### src/rtl/spi_cfg_master_if.sv
// Requester-side handshake bundle for spi_cfg_master.
// Two independent write requesters, each with valid/addr/data toward the
// master and ready back from it.
//   master modport : requester view (drives valid/addr/data, sees ready)
//   slave  modport : spi_cfg_master view (sees valid/addr/data, drives ready)
interface spi_cfg_master_if;
   logic       req0_valid;
   logic [6:0] req0_addr;
   logic [7:0] req0_data;
   logic       req0_ready;
   logic       req1_valid;
   logic [6:0] req1_addr;
   logic [7:0] req1_data;
   logic       req1_ready;

   modport master (
      output req0_valid, req0_addr, req0_data,
      output req1_valid, req1_addr, req1_data,
      input  req0_ready, req1_ready
   );

   modport slave (
      input  req0_valid, req0_addr, req0_data,
      input  req1_valid, req1_addr, req1_data,
      output req0_ready, req1_ready
   );
endinterface

### src/rtl/spi_cfg_master.sv
// Two-requester round-robin SPI write master (SPI mode 0).
// Each accepted request becomes a 16-bit frame {1'b1, addr[6:0], data[7:0]}
// shifted MSB first toward the on-chip SPI register-file peripheral.
// Ports:
//   clk, rst_n : system clock, asynchronous active-low reset
//   req        : requester handshakes (req0_*/req1_* valid, addr, data, ready)
//   busy       : high in every non-idle state
//   done       : one-cycle pulse on the first cycle after ncs rises
//   done_id    : requester index of the completed frame, valid with done
//   ncs        : chip select, active low
//   sclk       : SPI clock, idles low
//   sdi        : serial data toward the peripheral
module spi_cfg_master #(
   parameter int unsigned CLK_DIV = 4,
   parameter int unsigned GAP_CYC = 8
) (
   input  logic                   clk,
   input  logic                   rst_n,
   spi_cfg_master_if.slave        req,
   output logic                   busy,
   output logic                   done,
   output logic                   done_id,
   output logic                   ncs,
   output logic                   sclk,
   output logic                   sdi
);
   localparam int unsigned MAX_CYC = (CLK_DIV > GAP_CYC) ? CLK_DIV : GAP_CYC;
   localparam int unsigned CW = $clog2(MAX_CYC) + 1;
   localparam logic [CW-1:0] DIV_LAST = CW'(CLK_DIV - 1);
   localparam logic [CW-1:0] GAP_LAST = CW'(GAP_CYC - 1);

   typedef enum logic [2:0] {IDLE, SETUP, SHIFT_HI, SHIFT_LO, HOLD, GAP} state_t;

   state_t        state;
   logic [CW-1:0] cnt;
   logic [4:0]    bit_cnt;
   logic [14:0]   shreg;
   logic          last_grant;
   logic          id;
   logic          grant;
   logic          take;
   logic          phase_end;
   logic [15:0]   frame_in;

   // Round-robin: on a tie the requester that did not win last time goes.
   always_comb begin
      grant = 1'b0;
      if (req.req0_valid && req.req1_valid)
         grant = ~last_grant;
      else if (req.req1_valid)
         grant = 1'b1;
   end

   assign req.req0_ready = (state == IDLE) && !grant;
   assign req.req1_ready = (state == IDLE) &&  grant;
   assign take           = grant ? req.req1_valid : req.req0_valid;
   assign frame_in       = grant ? {1'b1, req.req1_addr, req.req1_data}
                                 : {1'b1, req.req0_addr, req.req0_data};
   assign phase_end      = (cnt == DIV_LAST);

   // shreg holds the not-yet-driven bits frame[14:0]; bit 14 is always the
   // next bit to put on sdi when leaving SHIFT_HI.
   always_ff @(posedge clk or negedge rst_n) begin
      if (!rst_n) begin
         state      <= IDLE;
         cnt        <= '0;
         bit_cnt    <= '0;
         shreg      <= '0;
         last_grant <= 1'b1;
         id         <= 1'b0;
         busy       <= 1'b0;
         done       <= 1'b0;
         done_id    <= 1'b0;
         ncs        <= 1'b1;
         sclk       <= 1'b0;
         sdi        <= 1'b0;
      end else begin
         done <= 1'b0;
         case (state)
            IDLE: begin
               cnt     <= '0;
               bit_cnt <= '0;
               if (take) begin
                  shreg      <= frame_in[14:0];
                  sdi        <= frame_in[15];
                  last_grant <= grant;
                  id         <= grant;
                  ncs        <= 1'b0;
                  sclk       <= 1'b0;
                  busy       <= 1'b1;
                  state      <= SETUP;
               end
            end
            SETUP: begin
               if (phase_end) begin
                  cnt   <= '0;
                  sclk  <= 1'b1;
                  state <= SHIFT_HI;
               end else begin
                  cnt <= cnt + 1'b1;
               end
            end
            SHIFT_HI: begin
               if (phase_end) begin
                  cnt     <= '0;
                  sclk    <= 1'b0;
                  bit_cnt <= bit_cnt + 5'd1;
                  if (bit_cnt == 5'd15) begin
                     state <= HOLD;
                  end else begin
                     sdi   <= shreg[14];
                     shreg <= {shreg[13:0], 1'b0};
                     state <= SHIFT_LO;
                  end
               end else begin
                  cnt <= cnt + 1'b1;
               end
            end
            SHIFT_LO: begin
               if (phase_end) begin
                  cnt   <= '0;
                  sclk  <= 1'b1;
                  state <= SHIFT_HI;
               end else begin
                  cnt <= cnt + 1'b1;
               end
            end
            HOLD: begin
               if (phase_end) begin
                  cnt     <= '0;
                  ncs     <= 1'b1;
                  sdi     <= 1'b0;
                  done    <= 1'b1;
                  done_id <= id;
                  state   <= GAP;
               end else begin
                  cnt <= cnt + 1'b1;
               end
            end
            GAP: begin
               if (cnt == GAP_LAST) begin
                  cnt   <= '0;
                  busy  <= 1'b0;
                  state <= IDLE;
               end else begin
                  cnt <= cnt + 1'b1;
               end
            end
            default: state <= IDLE;
         endcase
      end
   end
endmodule
### src/flat_wrapper.sv
// flat-port wrapper written by rule: the top's interface ports become plain ports
module spi_cfg_master_flat 
#(
   parameter int unsigned CLK_DIV = 4,
   parameter int unsigned GAP_CYC = 8
)
  (clk, rst_n, busy, done, done_id, ncs, sclk, sdi, req_req0_valid, req_req0_addr, req_req0_data, req_req1_valid, req_req1_addr, req_req1_data, req_req0_ready, req_req1_ready);
  spi_cfg_master_if req_i ();
  input  logic clk;
  input  logic rst_n;
  output logic busy;
  output logic done;
  output logic done_id;
  output logic ncs;
  output logic sclk;
  output logic sdi;
  input wire logic [$bits(req_i.req0_valid)-1:0] req_req0_valid;
  input wire logic [$bits(req_i.req0_addr)-1:0] req_req0_addr;
  input wire logic [$bits(req_i.req0_data)-1:0] req_req0_data;
  input wire logic [$bits(req_i.req1_valid)-1:0] req_req1_valid;
  input wire logic [$bits(req_i.req1_addr)-1:0] req_req1_addr;
  input wire logic [$bits(req_i.req1_data)-1:0] req_req1_data;
  output wire logic [$bits(req_i.req0_ready)-1:0] req_req0_ready;
  output wire logic [$bits(req_i.req1_ready)-1:0] req_req1_ready;
  assign req_i.req0_valid = req_req0_valid;
  assign req_i.req0_addr = req_req0_addr;
  assign req_i.req0_data = req_req0_data;
  assign req_i.req1_valid = req_req1_valid;
  assign req_i.req1_addr = req_req1_addr;
  assign req_i.req1_data = req_req1_data;
  assign req_req0_ready = req_i.req0_ready;
  assign req_req1_ready = req_i.req1_ready;
  spi_cfg_master #(.CLK_DIV(CLK_DIV), .GAP_CYC(GAP_CYC)) u_core (.clk(clk), .rst_n(rst_n), .req(req_i), .busy(busy), .done(done), .done_id(done_id), .ncs(ncs), .sclk(sclk), .sdi(sdi));
endmodule
### config.mk
export PLATFORM = sky130hd
export DESIGN_NAME = spi_cfg_master_flat
export DESIGN_NICKNAME = d
export VERILOG_FILES = /design/src/rtl/spi_cfg_master_if.sv /design/src/rtl/spi_cfg_master.sv /design/src/flat_wrapper.sv
export SDC_FILE = /design/constraint.sdc
export NUM_CORES = 1
export LEC_CHECK = 0
export ABC_AREA = 1
export BUFFER_PORTS_ARGS = -buffer_cell sky130_fd_sc_hd__buf_2
export CORE_UTILIZATION = 45
export CTS_CLUSTER_SIZE = 28
export DETAILED_ROUTE_END_ITERATION = 10
export GPL_TIMING_DRIVEN = 0
export PLACE_DENSITY_LB_ADDON = 0.08
export SYNTH_ARGS = -nofsm -noshare
export SYNTH_HDL_FRONTEND = slang
export SYNTH_SLANG_ARGS = --single-unit
### constraint.sdc
create_clock -name clk -period 2.1 [get_ports clk]
set_input_delay 0 -clock clk [delete_from_list [all_inputs] [get_ports clk]]
set_output_delay 0 -clock clk [all_outputs]
set_load 0.01 [all_outputs]
# == Yosys cells after proc, flatten, opt, wreduce, memory -nomap -nowiden ==
# Index checks and enable logic that the tools add are counted.
# Widths: inputs -> output; s select.
# word_totals
input_bits,34
ff_bits,35
elab_cells,85
# op_classes
bitwise,1
n_addsub,2
n_mux,34
eq_ne,14
n_reduce_logical,22
# ops
cell,count
$mux 15,4
$pmux 15 s2,1
$mux 3,6
$pmux 3 s5,1
$mux 1,13
$pmux 4 s3,1
$ne 2x1->1 const B,5
$pmux 5 s2,1
$reduce_and 5->1,2
$reduce_bool 3->1,3
$mux 4,2
$reduce_and 4->1,2
$eq 3x2->1 const B,2
$eq 3x3->1 const B,2
$pmux 1 s3,2
$reduce_and 2->1,3
$reduce_and 3->1,2
$reduce_bool 2->1,3
$add 5x1->5 const B,1
$eq 5x4->1 const B,1
$mux 5,1
$add 4x1->4 const B,1
$eq 4x2->1 const B,1
$eq 4x3->1 const B,1
9 further kinds,12

# == Logic depth before layout (Yosys ltp) ==
# Gate-level depths: netlist of the first run.
# depth
depth_word,5
depth_mapped,11
depth_no_buf,10

# == Worst setup path before layout of the first run ==
# Ideal clock, no wire load.
# synth_path
path_type,register -> register
startpoint,reg u_core.bit_cnt[0]
endpoint,reg u_core.shreg[10]
path_stages_with_launch,12
t_arrival_ns,1.436
setup_ns,0.116
setup_slack_ns,0.548
path_buffers,1
cell_sequence,dfrtp_1 ha_1 nand2_1 nor2_1 ha_1 nand4_1 nand2_2 inv_2 nand2_4 buf_6 nand2_1 nand2_1
# synth_between
elab_chain_len,3
# synth_lines
element,line_no,text
"start, declared",spi_cfg_master.sv:36,logic [4:0] bit_cnt;
"start signal, assigned",spi_cfg_master.sv:107,bit_cnt <= bit_cnt + 5'd1;
$eq 5x4->1,spi_cfg_master.sv:108,if (bit_cnt == 5'd15) begin
$ne 2x2->1 (no source line),-,
$reduce_and 4->1 (no source line),-,
"end signal, assigned",spi_cfg_master.sv:84,shreg <= frame_in[14:0];
"end signal, assigned",spi_cfg_master.sv:112,"shreg <= {shreg[13:0], 1'b0};"
"end, declared",spi_cfg_master.sv:37,logic [14:0] shreg;
# No other way between the ends.
# A chain may end at the register's enable or synchronous reset.

# == Worst setup path after layout of the first run ==
# layout_path
startpoint,reg u_core.last_grant
endpoint,out req_req1_ready
# layout_between
elab_chain_len,3
# layout_lines
element,line_no,text
"start, declared",spi_cfg_master.sv:38,logic last_grant;
"start signal, assigned",spi_cfg_master.sv:86,last_grant <= grant;
$not 1->1,spi_cfg_master.sv:49,grant = ~last_grant;
$mux 1,spi_cfg_master.sv:48,if (req.req0_valid && req.req1_valid)
$logic_and 1x1->1,spi_cfg_master.sv:55,assign req.req1_ready = (state == IDLE) && grant;
"end, declared",flat_wrapper.sv:24,output wire logic [$bits(req_i.req1_ready)-1:0] req_req1_ready;
# No other way between the ends.

==> impl_metrics.toml, run 1 <==
[timing]
max_clock_freq_mhz = 564.3
finalCritPeriodShare_pct = 84.38
tns_ns = 0
setup_viol = 0
hold_viol_final = 0
drv_slew = 0
rsz0062_at_grt = "no"
max_slew_margin_pct = 48.84
period_minus_slack_ns = 1.772
whs_ns = 0.07441
worst_pin_slew_ns = 0.7673
finClkSkew_ns = 0.004688

[floorplan]
die-area_um2 = 5014
initial_utilization_pct = 47.94
die_x_um = 70.81
core_um2 = 4444
fp.dieH_um = 70.81
rows = 24
ios = 42

[routing]
viasPerCell = 4.916
wl_per_cell_um = 11.59
first_pass_iters = 6
totalWireLength_mm = 4.705
vias = 1996
drc = 0
drt_iter0_drc = 123
drtAntennaViolNets = 0

[setup_path]
crit_type = "register to primary output"
worstSetupStartpointType = "register"
critPathLaunch = "u_core.last_grant$_DFFE_PN1P_"
crit_fanout = 10
r2r-start = "u_core.bit_cnt[0]$_DFFE_PN0P_"
required_ns = 2.10
worstSetupEndpointType = "primary output"
cp.arrival_ns = 1.77

[global_routing]
track_usage_pct = 21.05
grt_pass1_vias = 1828
grt_antenna_before_repair = 0
overflow = 0
grt_max_degree = 36
grt_pass1_wl_mm = 8.245

[clock_tree]
cts_max_level = 2
postCtsSetupBuffers = 0
clk_latency_ns = 0.28
cts_tree = "yes"
root_buffer = "clkbuf_8"
cts_made_buffers = 5
cts_hold_buf = 1
cts_buffer_depth = 2
path_clk_slew_ns = 0.07
cts_sinks = 35
post_cts_resized = 0

[place]
port_buffers = 40
place.gp.congestion = 0.8365
hpwl_mm = 3.405
dpl.cell_count = 398

[synth]
synth_warnings = 0
synth_cell_types = 25
synth_nets = 343
synth_edf_count = 0
yosysMostFrequentCell = "nand2_1"
synth_commonest_cells = "nand2_1 (140), dfrtp_1 (33), inv_1 (30), nand3_1 (27), nand3b_1 (14)"
synth_seq_cells = 35
ys_seq_area_share_pct = 41.22
synth_top_area_share_pct = 38.76
synth.area.top_cells = "dfrtp_1 (39%), nand2_1 (25%), nand3_1 (6.3%)"
postSynth.asyncResetShare_pct = 100.0
synth_cells = 306
yosys.area.top_type = "dfrtp_1"
syn_area_per_cell_um2 = 6.963
netlist_area_um2 = 2131
synthFlopType = "dfrtp_1"

[finish]
final_nets = 391
seq_area_um2 = 878.3
area_growth_pct = 17.73
fillers = 444
antenna_cells = 0
post_layout_nonfiller_instances = 406
multiInputGateArea_um2 = 1061
drive_gt1_share_pct = 20.34

[power_and_ir_drop]
leakagePower_nw = 1.452
powerDensity_nw_per_um2 = 1273
ir_drop_mv = 0.5414

[outcome]
status = "finished clean"

[hold_path]
min-delay-start = "req_req1_data[0]"
hold_class = "input pin to register"

[flow_run]
drv_cap = 0
-- where the power goes --
group          switching [W]  internal (W)  leakage [nW]
Combinational       0.000960      0.000545         0.965
Sequential          0.000162      0.000939         0.436
Clock               0.000239      0.000348        0.0513
-- flip-flops by register name, indices dropped and copies added, names as in the netlist, 3 cells and up --
signal	count
u_core.bit_cnt	5
u_core.cnt	4
u_core.state	3
u_core.shreg	15
-- final timing paths --
kind / slack (ns) / end / cells past startpoint
hold / removal: 0.07 / u_core.shreg[0]$_DFFE_PN0P_ / 5
min in group asynchronous: 0.32 / u_core.cnt[1]$_DFFE_PN0P_ / 2
hold reg to reg: 0.47 / u_core.ncs$_DFFE_PN1P_ / 2
setup reg to reg: 0.35 / u_core.shreg[4]$_DFFE_PN0P_ / 10
max in group asynchronous: 1.28 / u_core.sclk$_DFFE_PN0P_ / 2
setup / recovery: 0.33 / req_req1_ready / 5
-- logic make-up (layout without fill, tap and decap cells) --
kind of cell,count (synthesis),after routing,synth area share [%]
simple gates,208,208,43.81
xor+xnor,2,2,0.8222
compound gates,13,13,3.406
buf+inv,45,93,8.984
flops,35,35,41.22
fa+ha+maj,3,3,1.762
-- critical path, stage by stage (launching register included) --
cell and delay, ns:
dfstp_2 0.53, nand2_1 0.17, nand2_1 0.27, buf_2 0.27, nor2_1 0.10, buf_2 0.15
-- per-layer routing --
| metal | track usage, % | share of wire [%] |
|---|---|---|
| met4 | 7.333 | 1.3 |
| met3 | 4.701 | 4.0 |
| met2 | 33.44 | 45 |
| met5 | 0 | 0 |
| met1 | 28.49 | 50 |
-- stage by stage --
| step | worst slack, ns | instance area (µm²) | utilization (%) | power [W] |
|---|---|---|---|---|
| floorplan | 0.5479 | 2131 | - | 0.002250 |
| CTS | 0.3090 | 2509 | 56.45 | 0.003223 |
| detailed placement | 0.3641 | 2396 | 53.91 | 0.002631 |
| global route | 0.1863 | 2509 | 56.45 | 0.003492 |
| finish | 0.3280 | 2509 | 56.45 | 0.003193 |
| global placement | 0.3785 | 2396 | 53.91 | 0.002602 |
-- final cells by class --
| class | instances | area share [%] |
|---|---|---|
| Timing Repair Buffer | 41 | 8.379 |
| Inverter | 35 | 5.237 |
| Multi-Input combinational cell | 226 | 42.29 |
| Tap cell | 52 | 2.594 |
| Buffer | 10 | 2.394 |
| Clock buffer | 6 | 2.893 |
| Clock inverter | 1 | 1.197 |
| Sequential cell | 35 | 35.01 |
-- cells in the final DEF (no fill, tap or decap) --
cell type and n:
nand2_1 140, buf_2 46, dfrtp_1 33, inv_1 30
nand3_1 27, nand3b_1 14, nor2_1 13, o21ai_0 6
inv_2 5, clkbuf_8 5, nand2_2 4, a21oi_1 4
nor2_4 3, nand4_1 3, clkbuf_1 3, ha_1 3
buf_6 2, xor2_1 2, dfstp_2 2, nor2_2 1
o211ai_1 1, nand3_4 1, nand2_4 1, a32oi_1 1
o22ai_1 1, or2_2 1, bufinv_16 1, dlygate4sd3_1 1
Power figures use the tool's default switching activity.
==> inputs of run 2 (changes only) <==
==> constraint.sdc (replaced) <==
create_clock -name clk -period 1.51 [get_ports clk]
set_input_delay 0 -clock clk [delete_from_list [all_inputs] [get_ports clk]]
set_output_delay 0 -clock clk [all_outputs]
set_load 0.01 [all_outputs]
==> run 2 against run 1 <==
  * The run now ends with setup timing left
  * Sequential power grew 44%
  * First-iteration DRC count grew 15%
  * Clock-buffer cell count unchanged
  * Utilization increased by 6.7 points
  * Via count grew 5.8%
==> impl_metrics.toml, run 2 (same netlist as run 1, synthesis figures left out) <==
[setup_path]
r2r_cells = 11
crit_fanout = 5
cp_common_cell = "nand2_2"
cp.arrival_ns = 1.83
cp.depth = 11
worstSetupEndpointType = "register"
path_cells = "ha_2 > nand2_2 > nor2_2 > ha_2 > nand4_1 > nand2_2 > inv_2 > nand2_4 > buf_6 > nand2_2 > nand2_1"
crit_buf_inv = 2
r2r-end = "u_core.shreg[4]$_DFFE_PN0P_"
cpMaxStageDelayCell = "dfrtp_1"
ff2ff_setup_slack_ns = -0.10
crit_type = "register to register"
r2r-start = "u_core.bit_cnt[0]$_DFFE_PN0P_"
required_ns = 1.73
cp_slowest_stage_delay_ns = 0.36
crit_family = "simple AND/OR/NAND/NOR gates"
worstSetupStartpointType = "register"

[routing]
viasPerCell = 4.944
drc = 0
drt_iter0_drc = 141
first_pass_iters = 4
vias = 2111
totalWireLength_mm = 5.112
drtAntennaViolNets = 0
wl_per_cell_um = 11.97

[power_and_ir_drop]
p_int_w = 0.003068
p_total_w = 0.005261
leakagePower_nw = 1.589
clkPwrFrac_pct = 16.8
ir_drop_mv = 0.7572
powerDensity_nw_per_um2 = 1874
power_frac_seq_pct = 30.0
swShare_pct = 41.68
p_comb_share_pct = 53.2
switchingPower_w = 0.002193

[finish]
final_nets = 411
regMostFlops = "u_core.shreg"
final_cell_mix = "nand2_1 (122), buf_2 (43), dfrtp_1 (32), inv_1 (29), nand3_1 (27)"
postLayoutCellArea_um2 = 2806
area_growth_pct = 31.71
top_regs = "u_core.shreg (15), u_core.bit_cnt (5), u_core.cnt (4)"
final_common_cell = "nand2_1"
post_layout_nonfiller_instances = 427
drive_gt1_share_pct = 31.73
antenna_cells = 0
fillers = 428
largest_reg_flops = 15

[floorplan]
ios = 42
fp.dieH_um = 70.81
core_um2 = 4444
rows = 24
die-area_um2 = 5014
die_x_um = 70.81
initial_utilization_pct = 47.94

[clock_tree]
cts_made_buffers = 5
path_clk_slew_ns = 0.08
cts_tree = "yes"
cts_buffer_depth = 2
cts_sinks = 35
cts_max_level = 2
root_buffer = "clkbuf_8"
clk_latency_ns = 0.29

[place]
dpl.cell_count = 398
port_buffers = 40
hpwl_mm = 3.459
place_area_um2 = 2401
place.gp.congestion = 0.8573
post-place-ws_ns = -0.2386

[timing]
max_slew_margin_pct = 48.78
finalCritPeriodShare_pct = 106.6
setup_ws_ns = -0.1002
worst_pin_slew_ns = 0.7683
setup_viol = 17
hold_viol_final = 0
drv_slew = 0
period_minus_slack_ns = 1.610
max_clock_freq_mhz = 621.0
rsz0062_at_grt = "yes"
finClkSkew_ns = 0.004345

[flow_run]
drv_cap = 0

[outcome]
violations = "setup timing"
status = "finished with violations"

[global_routing]
grt_pass1_wl_mm = 8.597
track_usage_pct = 21.86
overflow = 0
grt_antenna_before_repair = 0
grt_pass1_vias = 1936
grt_max_degree = 36

[hold_path]
min-delay-start = "req_req1_data[0]"
min_path_cells = 5
hold_class = "input pin to register"
whs_endpoint = "u_core.shreg[0]$_DFFE_PN0P_"
run 2: cell types whose count changed in the layout (fill, tap and decap cells not counted), sizes merged:
cell / before / now
clkinv: 0 / 1
buf: 48 / 67
clkbuf: 8 / 9
run 2: final cells by class:
class | count | area (µm²) | share of cell area (%)
flip-flops and latches | 35 | 879.6 | 31.34
inverters | 35 | 133.9 | 4.770
well taps | 52 | 65.06 | 2.318
repair buffers | 61 | 376.6 | 13.42
clock inverters | 2 | 35.03 | 1.248
multi-input cells | 226 | 1159 | 41.28
clock buffers | 6 | 82.58 | 2.942
plain buffers | 10 | 75.07 | 2.675
run 2: power by group through the flow:
| stage | registers (W) | clock network [W] | logic (W) |
|---|---|---|---|
| floorplan | 0.00150 | 0 | 0.00163 |
| global placement | 0.00154 | 0 | 0.00208 |
| detailed placement | 0.00155 | 0 | 0.00211 |
| CTS | 0.00154 | 0.000899 | 0.00242 |
| global route | 0.00162 | 0.000939 | 0.00316 |
| finish | 0.00158 | 0.000884 | 0.00280 |
run 2: repair_timing:
action / 4_1_cts / 5_1_grt
hold endpoints to repair: 33 / 0
pin swaps: 8 / 12
cloned: 1 / 0
buffers inserted: 9 / 10
endpoints found under the setup margin: 27 / 24
hold buffers: 1 / 0
gates resized for setup: 13 / 27
run 2: worst max-delay path by stage:
| stage | from | slack [ns] | end |
|---|---|---|---|
| after floorplan | u_core.bit_cnt[0]$_DFFE_PN0P_ | 0.02 | u_core.shreg[10]$_DFFE_PN0P_ |
| after global placement | u_core.cnt[0]$_DFFE_PN0P_ | -0.22 | u_core.shreg[6]$_DFFE_PN0P_ |
| after detailed placement | u_core.cnt[0]$_DFFE_PN0P_ | -0.24 | u_core.shreg[3]$_DFFE_PN0P_ |
| after CTS | u_core.bit_cnt[0]$_DFFE_PN0P_ | -0.13 | u_core.shreg[4]$_DFFE_PN0P_ |
| after global routing | u_core.bit_cnt[0]$_DFFE_PN0P_ | -0.20 | u_core.shreg[6]$_DFFE_PN0P_ |
| final | u_core.bit_cnt[0]$_DFFE_PN0P_ | -0.10 | u_core.shreg[4]$_DFFE_PN0P_ |
run 2: metal layers:
metal / vias up / global-route usage (%) / routed length, µm
li1: 1086 / - / -
met1: 983 / 29.20 / 2449
met2: 38 / 34.72 / 2419
met3: 4 / 5.128 / 186
met4: 0 / 8.000 / 56
met5: - / 0 / 0
run 2: worst register-to-register path, cell delays in order (launching register included):
cell	delay, ns
dfrtp_1	0.36
ha_2	0.18
nand2_2	0.06
nor2_2	0.09
ha_2	0.20
nand4_1	0.14
nand2_2	0.14
inv_2	0.05
nand2_4	0.09
buf_6	0.13
nand2_2	0.04
nand2_1	0.06
run 2: stage by stage:
step | hold WS [ns] | TNS (ns) | utilization [%]
2_1_floorplan | -0.2956 | 0 | -
4_1_cts | 0.05597 | -1.789 | 59.68
3_3_place_gp | 0.1267 | -2.918 | 54.03
3_5_place_dp | 0.1196 | -3.398 | 54.03
5_1_grt | 0.1030 | -3.052 | 63.15
6_report | 0.06602 | -1.327 | 63.15
